**config.mk**
```make
export PLATFORM = sky130hd
export DESIGN_NAME = gate_fold_unit
export DESIGN_NICKNAME = d
export VERILOG_FILES = /design/src/rtl/gate_fold_unit.sv
export SDC_FILE = /design/constraint.sdc
export NUM_CORES = 1
export LEC_CHECK = 0
export ABC_AREA = 1
export BUFFER_PORTS_ARGS = -buffer_cell sky130_fd_sc_hd__buf_4
export CORE_ASPECT_RATIO = 1.75
export CORE_MARGIN = 8
export CORE_UTILIZATION = 55
export DETAILED_ROUTE_END_ITERATION = 7
export GPL_TIMING_DRIVEN = 0
export PLACE_DENSITY = 0.73
export REMOVE_ABC_BUFFERS = 1
export SYNTH_ARGS = -nofsm -noshare
export SYNTH_HDL_FRONTEND = slang
export SYNTH_SLANG_ARGS = --single-unit
```
**constraint.sdc**
```tcl
create_clock -name clk -period 4.08 [get_ports clk]
set_clock_uncertainty 0.05 [all_clocks]
set_input_delay 0.816 -clock clk [delete_from_list [all_inputs] [get_ports clk]]
set_output_delay 0.816 -clock clk [all_outputs]
set_load 0.01 [all_outputs]
```
**src/rtl/gate_fold_unit.sv**
```systemverilog
// gate_fold_unit: registered bitwise gate (AND/OR/XOR/XNOR/NAND/NOR/ANDN/PASS)
// behind a valid/ready handshake, streaming one result per beat or folding a
// burst into one word emitted on its last beat.
// Ports: clk, reset (sync, active high); in_valid/in_ready, a, b, op, fold,
// last on the input side; out_valid/out_ready, dout, out_count on the output.
// Optional macro GATE_FOLD_PARITY_EN adds dout_par, the XOR-reduce of dout.
module gate_fold_unit #(
    parameter int WIDTH = 8,
    parameter int CNT_W = 8
) (
    input  logic             clk,
    input  logic             reset,
    input  logic             in_valid,
    output logic             in_ready,
    input  logic [WIDTH-1:0] a,
    input  logic [WIDTH-1:0] b,
    input  logic [2:0]       op,
    input  logic             fold,
    input  logic             last,
    output logic             out_valid,
    input  logic             out_ready,
    output logic [WIDTH-1:0] dout,
`ifdef GATE_FOLD_PARITY_EN
    output logic             dout_par,
`endif
    output logic [CNT_W-1:0] out_count
);

    typedef enum logic {IDLE, ACCUM} state_t;

    localparam logic [CNT_W-1:0] CNT_ONE = CNT_W'(1);
    localparam logic [CNT_W-1:0] CNT_MAX = {CNT_W{1'b1}};

    state_t           state, state_n;
    logic [WIDTH-1:0] acc, acc_n;
    logic [CNT_W-1:0] cnt, cnt_n;
    logic [2:0]       op_l, op_n;
    logic [WIDTH-1:0] dout_n;
    logic [CNT_W-1:0] count_n;
    logic             valid_n;
    logic             accept;
    logic [WIDTH-1:0] r_beat, r_lbeat, r_fold;
    logic [CNT_W-1:0] cnt_sat;

    function automatic logic [WIDTH-1:0] gate_op(
        input logic [2:0]       sel,
        input logic [WIDTH-1:0] x,
        input logic [WIDTH-1:0] y
    );
        logic [WIDTH-1:0] res;
        case (sel)
            3'd0:    res = x & y;
            3'd1:    res = x | y;
            3'd2:    res = x ^ y;
            3'd3:    res = ~(x ^ y);
            3'd4:    res = ~(x & y);
            3'd5:    res = ~(x | y);
            3'd6:    res = x & ~y;
            default: res = x;
        endcase
        return res;
    endfunction

    assign in_ready = !out_valid || out_ready;
    assign accept   = in_valid && in_ready;

    always_comb begin
        state_n = state;
        acc_n   = acc;
        cnt_n   = cnt;
        op_n    = op_l;
        dout_n  = dout;
        count_n = out_count;
        // a pending result drops once consumed unless reloaded below
        valid_n = out_valid && !out_ready;
        r_beat  = gate_op(op, a, b);
        r_lbeat = gate_op(op_l, a, b);
        // left fold: running word is the left operand
        r_fold  = gate_op(op_l, acc, r_lbeat);
        cnt_sat = (cnt == CNT_MAX) ? cnt : cnt + CNT_ONE;
        if (accept) begin
            case (state)
                IDLE: begin
                    if (fold && !last) begin
                        acc_n   = r_beat;
                        cnt_n   = CNT_ONE;
                        op_n    = op;
                        state_n = ACCUM;
                    end else begin
                        dout_n  = r_beat;
                        count_n = CNT_ONE;
                        valid_n = 1'b1;
                    end
                end
                default: begin
                    if (!last) begin
                        acc_n = r_fold;
                        cnt_n = cnt_sat;
                    end else begin
                        dout_n  = r_fold;
                        count_n = cnt_sat;
                        valid_n = 1'b1;
                        state_n = IDLE;
                    end
                end
            endcase
        end
    end

    always_ff @(posedge clk) begin
        if (reset) begin
            state     <= IDLE;
            acc       <= '0;
            cnt       <= '0;
            op_l      <= '0;
            dout      <= '0;
            out_count <= '0;
            out_valid <= 1'b0;
        end else begin
            state     <= state_n;
            acc       <= acc_n;
            cnt       <= cnt_n;
            op_l      <= op_n;
            dout      <= dout_n;
            out_count <= count_n;
            out_valid <= valid_n;
        end
    end

`ifdef GATE_FOLD_PARITY_EN
    always_ff @(posedge clk) begin
        if (reset) dout_par <= 1'b0;
        else       dout_par <= ^dout_n;
    end
`endif

endmodule

```
## Word-level counts from Yosys, hierarchy flattened

Index checks and enable logic that the tools add are counted.

- Input port bits: 25
- Flip-flop bits (word level): 37
- Output and inout port bits: 18
- Word-level logic and storage cells: 77

- Eq/ne operators: 16
- Bitwise operators: 17
- Multiplexer cells: 23
- Reductions and logical operators: 13
- Add/sub/neg operators: 1

Operators with widths:

| cell | count |
|---|---|
| $pmux 8 s7 | 3 |
| $mux 8 | 13 |
| $not 8->8 | 8 |
| $and 8x8->8 | 4 |
| $eq 3x3->1 const B | 6 |
| $or 8x8->8 | 2 |
| $xor 8x8->8 | 2 |
| $eq 3x2->1 const B | 4 |
| $reduce_and 3->1 | 3 |
| $add 8x1->8 const B | 1 |
| $eq 8x8->1 const B | 1 |
| $mux 1 | 7 |
| $eq 3x1->1 const B | 2 |
| $logic_not 3->1 | 2 |
| $ne 2x2->1 const B | 3 |
| $logic_and 1x1->1 | 3 |
| $logic_not 1->1 | 3 |
| $reduce_bool 2->1 | 1 |
| $logic_or 1x1->1 | 1 |
| $not 1->1 | 1 |

## Logic depth before layout (Yosys ltp)

- Depth after elaboration: 8
- Gate-level depth with buffers: 18
- Mapped depth without buffers: 17

## Worst setup path before layout

OpenSTA, ideal clock, no wires.

- Path type: input to register
- Start point: input port a[6]
- End point: register acc[6]
- Library setup time: 109 ps
- Slack: 1606 ps
- Buffers on the path: 0
- Data arrival time: 2315 ps
- Stages on the path: 16
- Required time: 3921 ps
- Path through: inv_1 > ha_1 > inv_1 > nor2_1 > nor3_1 > a21oi_2 > inv_2 > ha_1 > nand4_1 > nand2_1 > nor2_1 > nand2_1 > nand2_1 > nand3_1 > nand2_1 > inv_1

- Word-level cells in the longest chain between the ends: 8
- Elaborated cells on any way between the ends: 21
- Classes of those cells: 6 x mux; 15 x bitwise

RTL lines:

| what | RTL line | RTL |
|---|---|---|
| start: declaration | 15 | `input logic [WIDTH-1:0] a,` |
| $or 8x8->8, or another cell as far along | 53, 57 |  |
| $not 8->8 (on tied branches) | 57, 55, 56 |  |
| $pmux 8 s7 | 51 | `case (sel)` |
| $not 8->8, or another cell as far along | 58 | `3'd6: res = x & ~y;` |
| $and 8x8->8, or another cell as far along | 58 |  |
| $pmux 8 s7 | 51 |  |
| $mux 8 | 96 | `if (!last) begin` |
| $mux 8 (*) | 82 | `case (state)` |
| end signal: assignment | 121 | `acc <= acc_n;` |
| end: declaration | 35 | `logic [WIDTH-1:0] acc, acc_n;` |

Every way passes the cells marked *; elsewhere a longest branch is shown, timed or not. The select of a mux whose other input is x is not followed.
A chain may end at the register's enable or synchronous reset.

## Worst setup path after layout

- Start point: register op_l[1]
- End point: register acc[2]

- Word-level cells in the longest chain between the ends: 7
- Elaborated cells on any way between the ends: 19
- Classes of those cells: 6 x eq/ne; 4 x mux; 8 x bitwise; 1 x reduce/logical

RTL lines:

| what | RTL line | RTL |
|---|---|---|
| start: declaration | 37 | `logic [2:0] op_l, op_n;` |
| start signal: assignment | 123 | `op_l <= op_n;` |
| $eq 3x3->1, or another cell as far along | 51 |  |
| $pmux 8 s7 | 51 |  |
| $not 8->8, or another cell as far along | 58 |  |
| $and 8x8->8, or another cell as far along | 58 |  |
| $pmux 8 s7 (*) | 51 |  |
| $mux 8 (*) | 96 |  |
| $mux 8 (*) | 82 |  |

Marks and branches as above.

==> results.md <==
- Antenna-violating nets left: 0
- Slew @ Worst Pin: 1.039 ns
- Post-synthesis mux area share: 0%
- CTS tree: yes
- Routing usage on met2: 42.16%
- Clk_lat worst skew: 0.28 ns
- Pwr Density: 248.0 mW/mm^2
- Total GRT Usage: 22.02%
- Post-CTS sizing: 0
- Reg2Reg Depth: 14
- Die Height: 133.2 um
- First-pass GRT wire length: 20.98 mm
- Largest cells by area after synthesis: dfxtp_1, ha_1, nand2_1, inv_1, nand3_1
- Min-Delay Startpoint: dout[3]
- Main combinational cell family by area after synthesis: simple AND/OR/NAND/NOR gates
- Final period utilization: 86.31%
- Post-DP HPWL: 9.332 mm
- H-tree levels: 2
- Slew Limit Fails: 0
- RSZ-0062 raised after global routing: false
- Setup repair bufs after CTS: 0
- Top_reg_cell synth: dfxtp_1
- Reg2reg end: acc[2]
- Number of hold buffers added after cts: 0
- Setup total negative slack: 0 ns
- Num CTS Buffers: 5
- Fin crit period: 3.521 ns
- Simple-Gate Fraction of Synth Area: 39.70%
- Routed wire length: 12.48 mm
- CP Capture Type: flop
- Vias per cell: 5.725
- Finish-stage setup viols: 0
- Hold WC Path Type: reg2reg
- Largest net degree at the start of global routing: 38
- Row cnt: 43
- Grt ovf: 0
- Drt drc: 0
- Seq cells post-synth: 37
- Wire per inst: 15.00 um
- Avg Inst Size Synth: 5.951 um^2
- DR iter-0 viols: 228
- GP Congestion: 0.9001
- Crit path required time: 4.22 ns
- Adder-cell share of the synthesized area: 16.51%
- Max_cap viols: 0
- Worst R2R Setup Slack: 0.56 ns
- CP arrival: 3.66 ns
- Core Area: 0.007801 mm^2
- Port buffer count: 42
- Synth Area in Compound Gates: 12.97%
- Final hold violation count: 0
- Via count: 4763
- Number of synthesized flops with an enable pin: 0
- Switch share: 35.80%
- Setup crit end: acc[2]
- Synth top area share: 17.14%
- Critical Setup Path Class: reg2reg
- Most used routing layer in global routing: met2
- Synth area leader: dfxtp_1
- P_int: 0.7545 mW
- Sequential area share after synthesis: 17.14%
- LEAKAGE: 2.620 nW
- Most frequent cell after synthesis: nand2_1
- Layout cells sized above 1: 11.99%
- Area grow syn2layout: 9.673%
- Sequential power share: 35.1%
- Reg-to-Reg Start: op_l[1]
- Nets: 824
- CP max FO: 25
- Clk root buf: clkbuf_16
- FMAX: 0.2840 GHz
- Mapped cell area: 0.004320 mm^2
- VDD IR max: 0.3043 mV
- Clock buffer depth: 2
- CTS clk-pin slew, worst paths: 0.06 ns
- Die X: 83.00 um
- Total power: 1.175 mW
- Combinational power share: 32.1%
- M1 GR Usage: 21.86%
- Sw power: 0.4207 mW
- Clk sinks: 37
- Top cells by count, synth: nand2_1, inv_1, nor2_1
- Cells on Worst Hold Path: 2
- Status: complete, no violations
- GR Util met3: 3.240%
- Critical path origin: op_l[1]
- Cell count after synthesis: 726
- Die area: 0.01106 mm^2
- Synth async-reset ratio: 0%
- Crit start category: flop
- Diode count: 0
- Initial antenna violation count: 0
- Synth unique cells: 29
- IO Count: 43
- Detailed Routing Iterations Pass 1: 5
- Clock network power share: 32.7%
- Synth warn: 0
- Slew HR: 30.67%
- Xor-xnor portion of the synthesized cell area: 0.4054%
- Vias in the first global route: 4744
- Initial Util: 55.38%
## final cells by class
cell class / instances / area [um^2]
Clock buffer: 6 / 138.9
Tap cell: 90 / 112.6
Inverter: 110 / 412.9
Fill cell: 775 / 3063
Multi-Input combinational cell: 546 / 3009
Sequential cell: 37 / 742.0
Clock inverter: 1 / 7.507
Timing Repair Buffer: 42 / 315.3
## critical path, cell delays in order (launching register included)
cell and delay [ns]:
dfxtp_1 1.00, nand3_2 0.80, o21ai_1 0.27, nor2_1 0.09, a21oi_2 0.21, inv_2 0.06, ha_1 0.29, nand4_1 0.11
nand2_1 0.07, nor2_1 0.14, nand2_1 0.06, nand2_1 0.07, nand3_1 0.07, nand2_1 0.09, inv_1 0.03
## logic make-up after synthesis
group / count (synthesis)
xor+xnor: 2
fa+ha+maj: 57
flops: 37
compound gates: 102
buf+inv: 143
simple gates: 385
## routing by layer
metal | up-vias | routed length [um]
li1 | 2374 | -
met1 | 2176 | 4845
met2 | 180 | 6594
met3 | 33 | 652
met4 | 0 | 392
met5 | - | 0
## sequential cells by signal, summed over array words and instances, names as in the netlist
signal and count:
op_l 3, dout 8, out_count 8, out_valid 1, acc 8, state 1
cnt 8
## through the flow
| stage | area (um^2) | util [%] | instances | hold WS, ns | setup WS (ns) |
|---|---|---|---|---|---|
| 6_report | 4738 | 60.74 | 832 | 0.4047 | 0.5586 |
| 2_1_floorplan | 4160 | - | 693 | 0.4261 | 1.174 |
| 4_1_cts | 4735 | 60.69 | 832 | 0.4069 | 0.1389 |
| 3_3_place_gp | 4588 | 58.81 | 825 | 0.3921 | 0.2727 |
| 5_1_grt | 4738 | 60.74 | 832 | 0.4234 | 0.2669 |
| 3_5_place_dp | 4588 | 58.81 | 825 | 0.3902 | 0.1437 |
## power groups by stage
stage	clock (mW)	combinational, mW	sequential (mW)
floorplan	0	0.249	0.415
global placement	0	0.358	0.419
detailed placement	0	0.373	0.419
CTS	0.392	0.374	0.412
global route	0.405	0.427	0.416
finish	0.385	0.377	0.413
## worst min path at each step
stage and to:
3_5_place_dp dout[7], 2_1_floorplan dout[0], 3_3_place_gp dout[4], 5_1_grt dout[0]
4_1_cts dout[7], 6_report dout[3]
## layout by cell type, fill, tap and decap left out, types with 8 or more instances in the layout
cell type | synthesis | layout
buf_4 | 2 | 42
o21ai_0 | 23 | 23
o21ai_1 | 21 | 21
nand2_1 | 180 | 180
nand4_1 | 36 | 36
a21oi_1 | 37 | 37
inv_1 | 93 | 93
inv_2 | 16 | 16
nand3b_1 | 8 | 8
ha_1 | 57 | 57
nor2_1 | 76 | 75
o22ai_1 | 10 | 10
nand3_1 | 66 | 66
dfxtp_1 | 37 | 36
(Power assumes the default switching activity.)
